==> src/rtl/adc_seq_ctrl_pkg.sv <==
// Shared types and CSR layout for the ADC sequencer controller.
// Optional averaging is enabled with the ADC_SEQ_CTRL_AVG_EN macro.
package adc_seq_ctrl_pkg;

    typedef enum logic [2:0] {
        S_IDLE,
        S_WR_RUN,
        S_RD_RUN,
        S_RUNNING,
        S_WR_HALT,
        S_FAULT
    } state_t;

    localparam int CSR_RUN_BIT  = 0;
    localparam int CSR_MODE_LSB = 1;
    localparam int CSR_MODE_MSB = 3;

    localparam logic [2:0] CSR_MODE_CONTINUOUS = 3'd0;

    function automatic logic [15:0] csr_word(input logic run, input logic [2:0] mode);
        logic [15:0] w;
        w = '0;
        w[CSR_RUN_BIT] = run;
        w[CSR_MODE_MSB:CSR_MODE_LSB] = mode;
        return w;
    endfunction

    localparam logic [15:0] CSR_RUN_WORD  = csr_word(1'b1, CSR_MODE_CONTINUOUS);
    localparam logic [15:0] CSR_HALT_WORD = 16'h0000;

endpackage

==> src/rtl/adc_seq_ctrl_avg.sv <==
// Per-channel averaging bank and result register (module adc_ch_avg).
// Averaging is built only with ADC_SEQ_CTRL_AVG_EN; otherwise samples pass through registered.
module adc_ch_avg
    import adc_seq_ctrl_pkg::*;
#(
    parameter int NUM_CH   = 8,
    parameter int AVG_LOG2 = 2
) (
    input  logic        clk_clk,
    input  logic        reset_reset,
    input  logic        clr,
    input  logic        in_valid,
    input  logic [4:0]  in_channel,
    input  logic [11:0] in_data,
    output logic        out_valid,
    output logic [4:0]  out_channel,
    output logic [11:0] out_data
);

`ifdef ADC_SEQ_CTRL_AVG_EN
    localparam int AW  = 12 + AVG_LOG2;
    localparam int CW  = (AVG_LOG2 > 0) ? AVG_LOG2 : 1;
    localparam int CHW = (NUM_CH > 1) ? $clog2(NUM_CH) : 1;
    localparam logic [CW-1:0] CNT_LAST = CW'((1 << AVG_LOG2) - 1);

    logic [AW-1:0]  acc [NUM_CH];
    logic [CW-1:0]  cnt [NUM_CH];
    logic [CHW-1:0] ch_idx;
    logic [AW-1:0]  sum;
    logic           last;

    assign ch_idx = in_channel[CHW-1:0];
    assign sum    = acc[ch_idx] + AW'(in_data);
    assign last   = (cnt[ch_idx] == CNT_LAST);

    // NOTE: the bank is flops, not RAM, so it can be reset and bulk-cleared in one cycle.
    always_ff @(posedge clk_clk) begin
        if (reset_reset) begin
            out_valid   <= 1'b0;
            out_channel <= '0;
            out_data    <= '0;
            for (int i = 0; i < NUM_CH; i++) begin
                acc[i] <= '0;
                cnt[i] <= '0;
            end
        end else begin
            out_valid <= 1'b0;
            if (clr) begin
                for (int i = 0; i < NUM_CH; i++) begin
                    acc[i] <= '0;
                    cnt[i] <= '0;
                end
            end else if (in_valid) begin
                if (last) begin
                    // The completing sample is folded in here, so the next one starts a fresh sum.
                    acc[ch_idx] <= '0;
                    cnt[ch_idx] <= '0;
                    out_valid   <= 1'b1;
                    out_channel <= in_channel;
                    out_data    <= sum[AVG_LOG2 +: 12];
                end else begin
                    acc[ch_idx] <= sum;
                    cnt[ch_idx] <= cnt[ch_idx] + CW'(1);
                end
            end
        end
    end
`else
    // Geometry parameters have no effect on the pass-through path.
    logic [31:0] unused_cfg;
    assign unused_cfg = 32'(AVG_LOG2 + NUM_CH);

    always_ff @(posedge clk_clk) begin
        if (reset_reset) begin
            out_valid   <= 1'b0;
            out_channel <= '0;
            out_data    <= '0;
        end else begin
            out_valid <= in_valid && !clr;
            if (in_valid) begin
                out_channel <= in_channel;
                out_data    <= in_data;
            end
        end
    end
`endif

endmodule

==> src/rtl/adc_seq_ctrl.sv <==
// ADC sequencer controller: CSR run/halt handshake over an Avalon-MM master plus result stream.
// Define ADC_SEQ_CTRL_AVG_EN to average 2^AVG_LOG2 samples per channel before output.
module adc_seq_ctrl
    import adc_seq_ctrl_pkg::*;
#(
    parameter int         NUM_CH   = 8,
    parameter int         AVG_LOG2 = 2,
    parameter logic [9:0] CSR_ADDR = 10'h000,
    parameter int         TMO_CYC  = 255
) (
    input  logic        clk_clk,
    input  logic        reset_reset,
    input  logic        start,
    input  logic        stop,
    output logic        running,
    output logic        busy,
    output logic        err,
    output logic [9:0]  avm_address,
    output logic        avm_write,
    output logic        avm_read,
    output logic [15:0] avm_writedata,
    output logic [1:0]  avm_byteenable,
    input  logic        avm_waitrequest,
    input  logic [15:0] avm_readdata,
    input  logic        avm_readdatavalid,
    input  logic        rsp_valid,
    input  logic [4:0]  rsp_channel,
    input  logic [11:0] rsp_data,
    output logic        out_valid,
    output logic [4:0]  out_channel,
    output logic [11:0] out_data
);

    localparam int TW = (TMO_CYC > 2) ? $clog2(TMO_CYC) : 1;
    localparam logic [TW-1:0] TMO_LAST = TW'(TMO_CYC - 1);

    state_t        state, state_nxt;
    logic          rd_pending;
    logic [TW-1:0] tmo_cnt;
    logic          start_ok;
    logic          sample_ok;
    logic          unused_rd;

    assign start_ok  = (state == S_IDLE) && start && !stop;
    assign running   = (state == S_RUNNING);
    assign busy      = (state == S_WR_RUN) || (state == S_RD_RUN) || (state == S_WR_HALT);
    assign sample_ok = running && rsp_valid && (32'(rsp_channel) < 32'(NUM_CH));
    assign unused_rd = ^avm_readdata[15:1];

    always_ff @(posedge clk_clk) begin
        if (reset_reset) begin
            state      <= S_IDLE;
            rd_pending <= 1'b0;
            tmo_cnt    <= '0;
            err        <= 1'b0;
        end else begin
            state <= state_nxt;

            if ((state == S_RD_RUN) && !rd_pending && !avm_waitrequest)
                rd_pending <= 1'b1;
            else if (state_nxt != S_RD_RUN)
                rd_pending <= 1'b0;

            // Counts cycles waited since read acceptance; value is (cycles waited - 1).
            if ((state == S_RD_RUN) && rd_pending)
                tmo_cnt <= tmo_cnt + TW'(1);
            else
                tmo_cnt <= '0;

            if (start_ok)
                err <= 1'b0;
            else if (state == S_FAULT)
                err <= 1'b1;
        end
    end

    // NOTE: every output is defaulted first so no path through the case can infer a latch.
    always_comb begin
        state_nxt      = state;
        avm_write      = 1'b0;
        avm_read       = 1'b0;
        avm_address    = '0;
        avm_writedata  = '0;
        avm_byteenable = 2'b11;

        case (state)
            S_IDLE: begin
                if (start_ok)
                    state_nxt = S_WR_RUN;
            end
            S_WR_RUN: begin
                avm_write     = 1'b1;
                avm_address   = CSR_ADDR;
                avm_writedata = CSR_RUN_WORD;
                if (!avm_waitrequest)
                    state_nxt = S_RD_RUN;
            end
            S_RD_RUN: begin
                avm_address = CSR_ADDR;
                if (!rd_pending)
                    avm_read = 1'b1;
                else if (avm_readdatavalid)
                    state_nxt = avm_readdata[CSR_RUN_BIT] ? S_RUNNING : S_FAULT;
                else if (tmo_cnt == TMO_LAST)
                    state_nxt = S_FAULT;
            end
            S_RUNNING: begin
                if (stop)
                    state_nxt = S_WR_HALT;
            end
            S_WR_HALT: begin
                avm_write     = 1'b1;
                avm_address   = CSR_ADDR;
                avm_writedata = CSR_HALT_WORD;
                if (!avm_waitrequest)
                    state_nxt = S_IDLE;
            end
            S_FAULT: begin
                state_nxt = S_WR_HALT;
            end
            default: begin
                state_nxt = S_IDLE;
            end
        endcase
    end

    // Holding the bank clear outside RUNNING both resets it on entry and drops partial sums on exit.
    adc_ch_avg #(
        .NUM_CH   (NUM_CH),
        .AVG_LOG2 (AVG_LOG2)
    ) u_avg (
        .clk_clk     (clk_clk),
        .reset_reset (reset_reset),
        .clr         (!running),
        .in_valid    (sample_ok),
        .in_channel  (rsp_channel),
        .in_data     (rsp_data),
        .out_valid   (out_valid),
        .out_channel (out_channel),
        .out_data    (out_data)
    );

endmodule

==> config.mk <==
export PLATFORM = sky130hd
export DESIGN_NAME = adc_seq_ctrl
export DESIGN_NICKNAME = d
export VERILOG_FILES = /design/src/rtl/adc_seq_ctrl_pkg.sv /design/src/rtl/adc_seq_ctrl_avg.sv /design/src/rtl/adc_seq_ctrl.sv
export SDC_FILE = /design/constraint.sdc
export NUM_CORES = 1
export LEC_CHECK = 0
export BUFFER_PORTS_ARGS = -buffer_cell sky130_fd_sc_hd__buf_2
export CAP_MARGIN = 15
export CELL_PAD_IN_SITES_DETAIL_PLACEMENT = 1
export CELL_PAD_IN_SITES_GLOBAL_PLACEMENT = 1
export CORE_UTILIZATION = 34
export CTS_BUF_LIST = sky130_fd_sc_hd__clkbuf_8
export DETAILED_ROUTE_END_ITERATION = 10
export PLACE_DENSITY_LB_ADDON = 0.1
export SLEW_MARGIN = 5
export SYNTH_ARGS = -nofsm -noshare
export SYNTH_HDL_FRONTEND = slang
export SYNTH_HIERARCHICAL = 1
export SYNTH_SLANG_ARGS = --single-unit
==> constraint.sdc <==
create_clock -name clk_clk -period 3 [get_ports clk_clk]
set_input_delay 0 -clock clk_clk [delete_from_list [all_inputs] [get_ports clk_clk]]
set_output_delay 0 -clock clk_clk [all_outputs]
set_load 0.01 [all_outputs]
* Word-level counts from Yosys, hierarchy flattened
Cells that the tools add are included.
** Storage, ports and cells
- Flip-flop bits (word level) :: 31
- Input port bits :: 40
- Output and inout bits :: 51
- Word-level logic and storage cells :: 50
** Operators by class
- Add/subtract/negate cells :: 1
- $lt $le $gt $ge :: 1
- Eq/ne operators :: 7
- Muxes and demuxes :: 15
- Bitwise gates (word level) :: 1
- Reduce and logical (&&, ||, !) cells :: 18
** Operators with widths (number)
- $mux 3 :: 8
- $pmux 3 s6 :: 1
- $add 8x1->8 const B :: 1
- $eq 8x8->1 const B :: 1
- $logic_and 1x1->1 :: 8
- $eq 3x2->1 const B :: 2
- $eq 3x3->1 const B :: 2
- $mux 1 :: 6
- $reduce_or 2->1 :: 3
- $lt 5x4->1 const B :: 1
- $eq 3x1->1 const B :: 1
- $logic_not 1->1 :: 3
- $logic_not 3->1 :: 1
- $ne 3x2->1 const B :: 1
- $logic_or 1x1->1 :: 2
- $reduce_bool 2->1 :: 1
- $not 1->1 :: 1

* Logic depth before layout (Yosys ltp)
Gate-level depths: netlist (run 1).
- Depth in word-level cells :: 8
- Depth in mapped cells :: 8
- Gate-level depth less buffers :: 6

* Modules after synthesis
The synthesis (run 1) kept the hierarchy.
** Modules (own cells, without submodules)
- adc_seq_ctrl :: instances 1, cells an instance 111, area an instance 917.1 sq um
- adc_ch_avg :: instances 1, cells an instance 57, area an instance 648.1 sq um

* Worst setup path before layout (run 1)
Ideal clock, no wire load.
- Path kind :: flip-flop to flip-flop
- Start :: reg state[0]
- End :: reg u_avg.out_channel[0]
- Arrival :: 1663 ps
- Path slack :: 1220 ps
- Cell stages (with the launch flop) :: 8
- Period minus slack after synthesis :: 1780 ps
- Path through :: dfxtp_1 -> clkbuf_1 -> nand2_1 -> nor4b_1 -> buf_6 -> buf_12 -> mux2i_1 -> nor2_1
** On the way
- Word-level cells in the longest chain between the ends :: 3
** Ends and longest elaborated chain
- start: declaration :: line adc_seq_ctrl.sv:37 : state_t state, state_nxt;
- start signal: assignment :: line adc_seq_ctrl.sv:57 : state <= state_nxt;
- $eq 3x2->1 :: line adc_seq_ctrl.sv:45 : assign running = (state == S_RUNNING);
- $logic_and 1x1->1 (2 in series) :: line adc_seq_ctrl.sv:47 : assign sample_ok = running && rsp_valid && (32'(rsp_channel) < 32'(NUM_CH));
- net sample_ok :: line adc_seq_ctrl.sv:41 : logic sample_ok;
- end signal: assignment :: line adc_seq_ctrl_avg.sv:81 : out_channel <= in_channel;
- end: declaration :: line adc_seq_ctrl_avg.sv:16 : output logic [4:0] out_channel,
The timed path passes the listed nets, and every way through them passes these cells.
A chain may end at the register's enable or synchronous reset.

* Worst setup path in the final report (run 1)
- Start :: reg state[1]
- End :: reg u_avg.out_data[1]
** On the way
- Word-level cells in the longest chain between the ends :: 3
** Ends and longest elaborated chain
- $eq 3x2->1 :: line adc_seq_ctrl.sv:45
- $logic_and 1x1->1 (2 in series) :: line adc_seq_ctrl.sv:47
- net sample_ok :: line adc_seq_ctrl.sv:41
- end signal: assignment :: line adc_seq_ctrl_avg.sv:82 : out_data <= in_data;
- end: declaration :: line adc_seq_ctrl_avg.sv:17 : output logic [11:0] out_data
The timed path passes the listed nets, and every way through them passes these cells.

==> results of run 1 <==
==> registers in the layout, summed over array words and instances (netlist names) <==
| register | cells |
|---|---|
| tmo_cnt | 8 |
| u_avg/out_data | 12 |
| u_avg/out_valid | 1 |
| state | 3 |
| rd_pending | 1 |
| u_avg/out_channel | 5 |
| err | 1 |
==> what timing repair did <==
item / 4_1_cts / 5_1_grt
buffers inserted: 0 / 0
endpoints found under the hold margin: 15 / 0
hold buffers: 15 / 0
==> kinds of logic after synthesis <==
kind of cell    synth area share (%)
simple gates                   20.38
mux                            10.87
fa+ha+maj                      1.598
flops                          39.65
buf+inv                        17.75
other cells                   0.4798
xor+xnor                       3.917
compound gates                 5.356
==> cells in the final DEF, fill, tap and decap left out, drive strengths merged <==
master | synthesis | routed
o21ai | 2 | 2
dfxtp | 31 | 31
and3 | 2 | 2
ha | 2 | 2
a21oi | 3 | 3
or3 | 2 | 2
xor2 | 5 | 5
buf | 32 | 49
nand2 | 2 | 2
a41o | 1 | 1
and4 | 1 | 1
nand4 | 1 | 1
a31o | 1 | 1
nand3b | 2 | 2
nor2 | 29 | 29
a22oi | 1 | 1
dlygate4sd3 | 0 | 15
nor3 | 3 | 3
nor2b | 2 | 2
nor3b | 3 | 3
xnor2 | 2 | 2
o22ai | 1 | 1
conb | 2 | 27
inv | 4 | 5
o211ai | 2 | 2
nand3 | 7 | 7
mux2i | 17 | 17
and4b | 1 | 1
clkbuf | 2 | 7
nand2b | 2 | 2
a31oi | 1 | 1
nor4b | 1 | 1
or4b | 1 | 1
==> through the flow <==
| step | total power, mW | instance area (um2) | util [%] | hold WS (ns) | std cells |
|---|---|---|---|---|---|
| floorplan | 0.5263 | 1659 | - | 0.06941 | 193 |
| global placement | 0.5302 | 1715 | 39.13 | 0.2374 | 260 |
| detailed placement | 0.5324 | 1715 | 39.13 | 0.2524 | 260 |
| CTS | 0.9021 | 1966 | 44.83 | 0.002487 | 283 |
| global route | 0.9456 | 1966 | 44.83 | 0.0001986 | 283 |
| finish | 0.8888 | 1966 | 44.83 | -0.005454 | 283 |
==> final timing paths <==
path	cells after the start	from	slack [ns]	end
worst min register to register	2	u_avg/out_data[4]	0.49	u_avg/out_data[4]
worst max register to register	6	state[1]	0.80	u_avg/out_data[1]
worst max-delay path	6	state[1]	0.80	u_avg/out_data[1]
worst min-delay path	3	rsp_data[9]	-0.005	u_avg/out_data[9]
==> report_power, final <==
group | internal, mW | switching [mW] | leakage, nW | total, mW
sequential | 0.417 | 0.0131 | 0.250 | 0.430
combinational | 0.0505 | 0.0584 | 0.575 | 0.109
clock | 0.206 | 0.144 | 0.0557 | 0.350
total | 0.673 | 0.216 | 0.881 | 0.889
==> final cells by class <==
class | instances | area [um2] | area share, %
clock inverters | 1 | 3.754 | 0.1910
clock buffers | 7 | 96.34 | 4.901
well taps | 52 | 65.06 | 3.310
repair buffers | 64 | 397.9 | 20.24
inverters | 4 | 15.01 | 0.7638
multi-input cells | 124 | 767.0 | 39.02
flip-flops and latches | 31 | 620.6 | 31.57
==> routing by layer <==
| metal | vias to the layer above | wire length (um) | global-route usage [%] |
|---|---|---|---|
| met4 | 0 | 83 | 8.889 |
| met5 | - | 0 | 0 |
| met3 | 8 | 220 | 3.752 |
| met1 | 602 | 1535 | 17.67 |
| li1 | 633 | - | - |
| met2 | 56 | 1702 | 26.50 |
==> worst min-delay path: cells and delay by family <==
family	cells	cell delay, ns
buffers and inverters	1	0.08
muxes	1	0.06
and+or+nand+nor	1	0.10
==> metrics.txt, run 1 <==
Antenna Violating Nets Remaining 0; number of enable flip-flop cells after synthesis 0; number of gates resized after cts 0; kind of launch point of the worst setup path flop; peak per-stage delay on the critical path 0.54 ns; most used standard cell by instance count after synthesis sky130_fd_sc_hd__dfxtp_1; flops & latches, synth 31; Fin Setup TNS 0 ns; final HPWL from detailed placement 2582 um; proportion of synthesized flip-flops having asynchronous set or reset 0%; Buffers on Ports 48; root buffer cell sky130_fd_sc_hd__clkbuf_8; status complete, but fails checks; antenna violations before repair 0; maximum achievable frequency 454.1 MHz; Crit. End Element flop; maximum number of pins on one net before global-route repair 26; Warnings, synthesis 6; core region area 0.004384 mm2; sequential cell area fraction in the yosys report 39.65%; leakage power of the design 0.8805 nW; Bufs on Longest Clock Path 2; Primary FF master, synth sky130_fd_sc_hd__dfxtp_1; critical-path cell with the highest stage delay sky130_fd_sc_hd__dfxtp_1; critical path, cell by cell nor2b_1 > nand2_1 > nor4b_2 > buf_4 > mux2i_1 > nor2_1; H-Tree Level Count 2; CTS tree done; share of the clock period used by the worst path 73.40%; total CTS buffers 5; post-synth top area share 39.65%; worst hold margin -0.005454 ns; die footprint 0.004879 mm2; clock edge transition at the registers on the reported setup and hold paths 0.06 ns; clock sink total 31; classification of the worst-slack hold path primary input to flop; Skew-Pair Late Insertion Delay 0.28 ns; I/O pin cnt 91; final worst path period need 2.202 ns; maximum fanout count along the critical path 15; Unique masters post-synth 38; Data required, critical path 3.15 ns; fillcell total 544; clock skew after layout 0.001765 ns; overall via count from detail_route 1299; number of buffer and inverter instances along the worst setup path 1; number of global-route vias before repair 1259; count of endpoints failing setup in the final report 0; areal power density over the cells 452.2 mW/mm2; wire length per cell after detailed routing 12.52 um; number of antenna diodes 0; die span in y 69.85 um; number of detailed-routing iterations run before antenna repair 4; synthesized cell area 0.001565 mm2; global-route wire length before repair 5878 um; Final Hold Violating Endpoints 1; MaxCap Viol Count 0; number of slew-limit violations in the final report 0; number of design rule violations left after detail routing 0; Starting Density 35.70%; number of instances in the synthesized netlist 168; failing checks negative hold slack; routed wire length 3542 um; total global-route track usage 15.56%; setup repair after global routing missed its margin false; DR vias/cell 4.590; RD Place Congestion 0.8226; leading cell types by total area after synthesis sky130_fd_sc_hd__dfxtp_1, sky130_fd_sc_hd__buf_4, sky130_fd_sc_hd__mux2i_1; number of placement rows 24; cell family contributing the most delay on the critical path simple AND/OR/NAND/NOR gates; overflow left after global routing 0; width of the die 69.85 um; cell taking the most area after synthesis sky130_fd_sc_hd__dfxtp_1; critical path data arrival time 2.35 ns; mean instance size in the synthesized netlist 9.317 um2; Final #Nets 272; DRC marker count from the first detailed-route iteration 22; CP Class flop to flop; post-layout worst setup margin 0.7979 ns; maximum ir drop on the vdd rail 0.0003092 V; Layout Area Growth over Synthesis 25.58%; share of cells above drive strength 1 26.84%; minimum setup slack after placement 0.7657 ns; leading cell types by count after synthesis sky130_fd_sc_hd__dfxtp_1, sky130_fd_sc_hd__nor2_1, sky130_fd_sc_hd__buf_4, sky130_fd_sc_hd__mux2i_1, sky130_fd_sc_hd__nand3_1
No activity file was read; power rests on OpenSTA's default activity.
==> inputs of run 2 (changes only) <==
--- a/config.mk
+++ b/config.mk
@@ -9,7 +9,7 @@
 export CAP_MARGIN = 15
 export CELL_PAD_IN_SITES_DETAIL_PLACEMENT = 1
 export CELL_PAD_IN_SITES_GLOBAL_PLACEMENT = 1
-export CORE_UTILIZATION = 34
+export CORE_UTILIZATION = 32
 export CTS_BUF_LIST = sky130_fd_sc_hd__clkbuf_8
 export DETAILED_ROUTE_END_ITERATION = 10
 export PLACE_DENSITY_LB_ADDON = 0.1
==> constraint.sdc (replaced) <==
create_clock -name clk_clk -period 2.3 [get_ports clk_clk]
set_input_delay 0 -clock clk_clk [delete_from_list [all_inputs] [get_ports clk_clk]]
set_output_delay 0 -clock clk_clk [all_outputs]
set_load 0.01 [all_outputs]
==> run 2 against run 1 <==
Compared with the run above: the run now ends clean; fmax is 19% higher; routed wire length decreased by 1.0%; setup slack lost 0.34 ns; clock power increased by 21%; count of clock-buffer cells in the layout fell by 1; critical endpoint is now u_avg/out_data[9]; largest power group unchanged; highest routed layer unchanged.
==> metrics.txt, run 2 (synthesis gave the netlist of run 1 again) <==
antenna violations before repair 0; Crit. Startpoint state[0]; global-route wire length before repair 5478 um; Buffers on Ports 48; areal power density over the cells 571.7 mW/mm2; Starting Density 33.14%; root buffer cell sky130_fd_sc_hd__clkbuf_8; share of cells above drive strength 1 27.71%; most frequent standard cell in the layout excluding fill and tap cells sky130_fd_sc_hd__buf_2; Reg power frac 49.0%; Fin Setup TNS 0 ns; overflow left after global routing 0; Antenna Violating Nets Remaining 0; Skew-Pair Late Insertion Delay 0.27 ns; placed cells 277; Final #Nets 273; critical path data arrival time 1.99 ns; critical path depth in cells 5; MaxCap Viol Count 0; core region area 0.004723 mm2; setup bufs post-CTS 0; Layout Area Growth over Synthesis 26.30%; DR vias/cell 4.319; critical register-to-register path startpoint state[0]; number of design rule violations left after detail routing 0; maximum achievable frequency 541.5 MHz; share of the clock period used by the worst path 80.29%; clock edge transition at the registers on the reported setup and hold paths 0.06 ns; top register by number of flip-flops u_avg/out_data; final worst path period need 1.847 ns; number of placement rows 25; maximum ir drop on the vdd rail 0.0002106 V; Critical Path Sink u_avg/out_data[9]; setup repair after global routing missed its margin false; peak per-stage delay on the critical path 0.63 ns; number of slew-limit violations in the final report 0; relative max-transition margin 66.26%; clock skew after layout 0.004319 ns; CTS tree done; total CTS buffers 5; width of the die 71.94 um; count of endpoints failing setup in the final report 0; highest-count cells in the layout ignoring fill and taps sky130_fd_sc_hd__buf_2, sky130_fd_sc_hd__dfxtp_1, sky130_fd_sc_hd__nor2_1; DRC marker count from the first detailed-route iteration 33; cell family contributing the most delay on the critical path flip-flops; kind of launch point of the worst setup path flop; Crit. End Element flop; die footprint 0.005175 mm2; leakage power of the design 0.8785 nW; portion of total power attributed to the clock network 37.5%; final HPWL from detailed placement 2621 um; H-Tree Level Count 2; wire length per cell after detailed routing 11.76 um; clock sink total 31; actual transition at the worst max-transition pin 0.5055 ns; number of global-route vias before repair 1244; number of antenna diodes 0; maximum fanout count along the critical path 16; Largest regs u_avg/out_data (12), tmo_cnt (8), u_avg/out_channel (5); overall via count from detail_route 1287; RD Place Congestion 0.8052; critical path, cell by cell nand2_1 > nor4b_2 > buf_4 > mux2i_1 > nor2_1; CP Class flop to flop; Data required, critical path 2.44 ns; number of buffer and inverter instances along the worst setup path 1; footprint of the flip-flops and latches 620.6 um2; I/O pin cnt 91; flop-to-flop setup slack 0.45 ns; Bufs on Longest Clock Path 2; status complete, no violations; max reg flops 12; routed wire length 3505 um; critical-path cell with the highest stage delay sky130_fd_sc_hd__dfxtp_1; Comb power frac 13.6%; fillcell total 566; area of the multi-input gates 767.0 um2; number of detailed-routing iterations run before antenna repair 4; maximum number of pins on one net before global-route repair 26; switching power 283.6 uW; worst r2r dst u_avg/out_data[9]; total global-route track usage 13.78%; switching fraction of total power 25.09%; internal power of the cells 846.6 uW; non-filler instance count after layout 298; Final Hold Violating Endpoints 0; cell depth of the worst flop-to-flop path 5; die span in y 71.94 um; classification of the worst-slack hold path primary input to flop
## run 2: power groups by stage
stage          registers [mW]  logic, mW  clock network (mW)
2_1_floorplan           0.560      0.126                   0
3_3_place_gp            0.565      0.131                   0
3_5_place_dp            0.565      0.135                   0
4_1_cts                 0.553      0.154               0.444
5_1_grt                 0.554      0.170               0.469
6_report                0.553      0.154               0.423
## run 2: what timing repair did
| item | 4_1_cts | 5_1_grt |
|---|---|---|
| hold buffers | 14 | 0 |
| endpoints found under the hold margin | 14 | 0 |
| gates resized for setup | 0 | 0 |
## run 2: how the worst min path moves through the flow
stage,startpoint,end,slack (ns),cells past startpoint
final,rsp_channel[4],u_avg/out_channel[4],0.007,3
after global routing,rsp_channel[3],u_avg/out_channel[3],0.02,3
after CTS,rsp_channel[4],u_avg/out_channel[4],0.001,3
after detailed placement,rsp_data[3],u_avg/out_data[3],0.25,3
after global placement,rsp_data[8],u_avg/out_data[8],0.24,3
after floorplan,reset_reset,state[2],0.07,1
## run 2: layer usage
metal  wire, um  global-route usage (%)
met3        241                   4.028
met5          0                       0
met1       1496                   15.13
met4         44                   5.229
met2       1722                   25.05
## run 2: area by class of cell
cell class              count  area share [%]
multi-input cells         124           38.80
flip-flops and latches     31           31.39
repair buffers             65           20.38
well taps                  67           4.240
clock buffers               6           4.177
inverters                   4          0.7595
clock inverters             1          0.2532
## run 2: worst min-delay path, delay by kind of cell
| kind | cells | cell delay, ns |
|---|---|---|
| simple gates | 1 | 0.08 |
| buf+inv | 1 | 0.10 |
| mux | 1 | 0.07 |
## run 2: per-stage QoR
stage | hold WS (ns) | util [%] | total power, mW | worst slack, ns | instance area [um2]
after global routing | 0.02303 | 41.85 | 1.193 | 0.2471 | 1977
final | 0.006806 | 41.85 | 1.130 | 0.4533 | 1977
after global placement | 0.2386 | 37.03 | 0.6956 | 0.5501 | 1749
after detailed placement | 0.2479 | 37.03 | 0.7006 | 0.4382 | 1749
after CTS | 0.001002 | 41.85 | 1.151 | 0.4248 | 1977
after floorplan | 0.06941 | - | 0.6865 | 0.5196 | 1659
==> inputs of run 3 (changes only) <==
--- a/config.mk
+++ b/config.mk
@@ -5,11 +5,12 @@
 export SDC_FILE = /design/constraint.sdc
 export NUM_CORES = 1
 export LEC_CHECK = 0
+export ABC_AREA = 1
 export BUFFER_PORTS_ARGS = -buffer_cell sky130_fd_sc_hd__buf_2
 export CAP_MARGIN = 15
 export CELL_PAD_IN_SITES_DETAIL_PLACEMENT = 1
 export CELL_PAD_IN_SITES_GLOBAL_PLACEMENT = 1
-export CORE_UTILIZATION = 32
+export CORE_UTILIZATION = 31
 export CTS_BUF_LIST = sky130_fd_sc_hd__clkbuf_8
 export DETAILED_ROUTE_END_ITERATION = 10
 export PLACE_DENSITY_LB_ADDON = 0.1
==> constraint.sdc (replaced) <==
create_clock -name clk_clk -period 1.75 [get_ports clk_clk]
set_input_delay 0 -clock clk_clk [delete_from_list [all_inputs] [get_ports clk_clk]]
set_output_delay 0 -clock clk_clk [all_outputs]
set_load 0.01 [all_outputs]
==> run 3 against run 2 <==
Compared with the run above: clock skew barely moved; sequential share of layout area is 0.53 points lower; routed wire length up 0.74%; first-iteration DRC count fell by 24%; core utilization fell by 3.0 points; largest cell class unchanged; critical path depth grew 3; area after synthesis rose by 7.9%; sequential cell count unchanged; combinational power increased by 18%; critical endpoint is now u_avg/out_data[6]; setup slack lost 0.15 ns; fmax grew 27%; worst hold slack improved by 0.0024 ns.
==> metrics.txt, run 3 <==
switching power 385.7 uW; Hold Crit Depth 5; Crit. Startpoint state[0]; Worst path most repeated cell sky130_fd_sc_hd__nand2_1; proportion of synthesized flip-flops having asynchronous set or reset 0%; Antenna Violating Nets Remaining 0; placed cells 355; antenna violations before repair 0; number of antenna diodes 0; peak per-stage delay on the critical path 0.41 ns; total global-route track usage 13.83%; cell family contributing the most delay on the critical path simple AND/OR/NAND/NOR gates; classification of the worst-slack hold path primary input to flop; leading cell types by count after synthesis sky130_fd_sc_hd__nand2_1, sky130_fd_sc_hd__nor2_1, sky130_fd_sc_hd__inv_1, sky130_fd_sc_hd__dfxtp_1, sky130_fd_sc_hd__buf_4; count of endpoints failing setup in the final report 0; number of gates resized after cts 0; synthesized cell area 0.001689 mm2; Fin Setup TNS 0 ns; critical path, cell by cell nand2_1 > nor2_2 > nand2_1 > nor3_2 > buf_12 > nand2_1 > nand2_1 > nor2_2; critical path data arrival time 1.63 ns; MaxCap Viol Count 0; maximum number of pins on one net before global-route repair 36; root buffer cell sky130_fd_sc_hd__clkbuf_8; critical path depth in cells 8; switching fraction of total power 25.39%; internal power of the cells 1.133 mW; clock skew after layout 0.004245 ns; number of design rule violations left after detail routing 0; Layout Area Growth over Synthesis 19.04%; share of the clock period used by the worst path 82.90%; Unique masters post-synth 25; Buffers on Ports 48; cell depth of the worst flop-to-flop path 8; number of instances in the synthesized netlist 243; DRC marker count from the first detailed-route iteration 25; leakage power of the design 1.064 nW; number of enable flip-flop cells after synthesis 0; die footprint 0.005748 mm2; global-route wire length before repair 5920 um; areal power density over the cells 755.3 mW/mm2; status complete, no violations; RD Place Congestion 0.7277; number of detailed-routing iterations run before antenna repair 4; post-synth top area share 36.74%; Comb power frac 11.9%; Starting Density 32.66%; overall via count from detail_route 1441; Most Used Layer, Global Route met2; non-filler instance count after layout 366; number of placement rows 26; setup repair after global routing missed its margin false; die span in y 75.82 um; kind of launch point of the worst setup path flop; critical register-to-register path startpoint state[0]; final worst path period need 1.451 ns; Crit. End Element flop; number of global-route vias before repair 1384; count of hold buffers inserted by post-cts repair 3; overflow left after global routing 0; routed wire length 3531 um; maximum achievable frequency 689.3 MHz; top register by number of flip-flops u_avg/out_data; wire length per cell after detailed routing 9.648 um; H-Tree Level Count 2; most frequent standard cell in the layout excluding fill and tap cells sky130_fd_sc_hd__nand2_1; highest-count cells in the layout ignoring fill and taps sky130_fd_sc_hd__nand2_1, sky130_fd_sc_hd__nor2_1, sky130_fd_sc_hd__buf_2; Primary FF master, synth sky130_fd_sc_hd__dfxtp_1; maximum ir drop on the vdd rail 0.0003095 V; Warnings, synthesis 6; max reg flops 12; routing usage on met2 23.21%; met1 capacity usage during global routing 15.86%; Bufs on Longest Clock Path 2; Final #Nets 337; CP Class flop to flop; number of slew-limit violations in the final report 0; core region area 0.005172 mm2; I/O pin cnt 91; portion of total power attributed to the clock network 40.6%; most used standard cell by instance count after synthesis sky130_fd_sc_hd__nand2_1; clock edge transition at the registers on the reported setup and hold paths 0.07 ns; leading cell types by total area after synthesis sky130_fd_sc_hd__dfxtp_1, sky130_fd_sc_hd__nand2_1, sky130_fd_sc_hd__buf_4; maximum fanout count along the critical path 35; CTS tree done; share of cells above drive strength 1 23.99%; critical-path cell with the highest stage delay sky130_fd_sc_hd__dfxtp_1; cell taking the most area after synthesis sky130_fd_sc_hd__dfxtp_1; Data required, critical path 1.93 ns; number of buffer and inverter instances along the worst setup path 1; Final Hold Violating Endpoints 0; Reg power frac 47.4%; total CTS buffers 5; flops & latches, synth 31; DR vias/cell 3.937; clock sink total 31; Skew-Pair Late Insertion Delay 0.28 ns; sequential cell area fraction in the yosys report 36.74%; Largest regs u_avg/out_data (12), tmo_cnt (8), u_avg/out_channel (5); width of the die 75.82 um; mean instance size in the synthesized netlist 6.951 um2; met3 GRT Util 4.762%; fillcell total 715; final HPWL from detailed placement 2690 um; setup bufs post-CTS 0; hold wc startpoint rsp_data[10]
run 3: cell families after synthesis:
| logic type | Yosys count | synth area share [%] |
|---|---|---|
| adders and majority gates | 2 | 1.481 |
| xor gates and xnor gates | 3 | 1.556 |
| buffers and inverters | 65 | 22.44 |
| and+or+nand+nor | 133 | 34.59 |
| AOI/OAI and AO/OA | 7 | 2.740 |
| DFF | 31 | 36.74 |
| other | 2 | 0.4446 |
run 3: area by class of cell:
| type | count | area, um2 | share of cell area (%) |
|---|---|---|---|
| clock buffer | 7 | 96.34 | 4.792 |
| sequential | 31 | 620.6 | 30.86 |
| clock inverter | 1 | 3.754 | 0.1867 |
| inverter | 33 | 123.9 | 6.161 |
| multi-input combinational | 172 | 788.3 | 39.20 |
| tap | 70 | 87.58 | 4.356 |
| timing repair buffer | 52 | 290.3 | 14.44 |
run 3: final timing paths:
kind	to	slack, ns
worst max-delay path	u_avg/out_data[6]	0.30
worst min-delay path	u_avg/out_data[10]	0.009
worst max register to register	u_avg/out_data[6]	0.30
worst min register to register	err	0.47
run 3: per-stage QoR:
| step | setup WS, ns | area, um2 | hold WS [ns] | util (%) | power (mW) |
|---|---|---|---|---|---|
| floorplan | 0.3408 | 1783 | 0.06384 | - | 0.9006 |
| global placement | 0.3098 | 1881 | 0.2759 | 36.36 | 0.9128 |
| detailed placement | 0.2811 | 1881 | 0.2684 | 36.36 | 0.9133 |
| CTS | 0.2709 | 2011 | 0.002466 | 38.87 | 1.548 |
| global route | 0.1428 | 2011 | 0.03395 | 38.87 | 1.594 |
| finish | 0.2992 | 2011 | 0.009241 | 38.87 | 1.519 |
run 3: layer usage:
metal / wire, um / up-vias
li1: - / 767
met1: 1572 / 627
met2: 1637 / 42
met3: 253 / 5
met4: 67 / 0
met5: 0 / -
run 3: worst register-to-register path, stage by stage, from the launching register on:
cell and delay (ns):
sky130_fd_sc_hd__dfxtp_1 0.41, sky130_fd_sc_hd__nand2_1 0.09, sky130_fd_sc_hd__nor2_2 0.17, sky130_fd_sc_hd__nand2_1 0.09
sky130_fd_sc_hd__nor3_2 0.19, sky130_fd_sc_hd__buf_12 0.22, sky130_fd_sc_hd__nand2_1 0.08, sky130_fd_sc_hd__nand2_1 0.07
sky130_fd_sc_hd__nor2_2 0.03
run 3: power groups by stage:
stage | clock network [mW] | registers [mW] | logic [mW]
6_report | 0.617 | 0.720 | 0.181
5_1_grt | 0.662 | 0.721 | 0.211
4_1_cts | 0.645 | 0.720 | 0.182
3_5_place_dp | 0 | 0.736 | 0.177
3_3_place_gp | 0 | 0.736 | 0.177
2_1_floorplan | 0 | 0.735 | 0.165
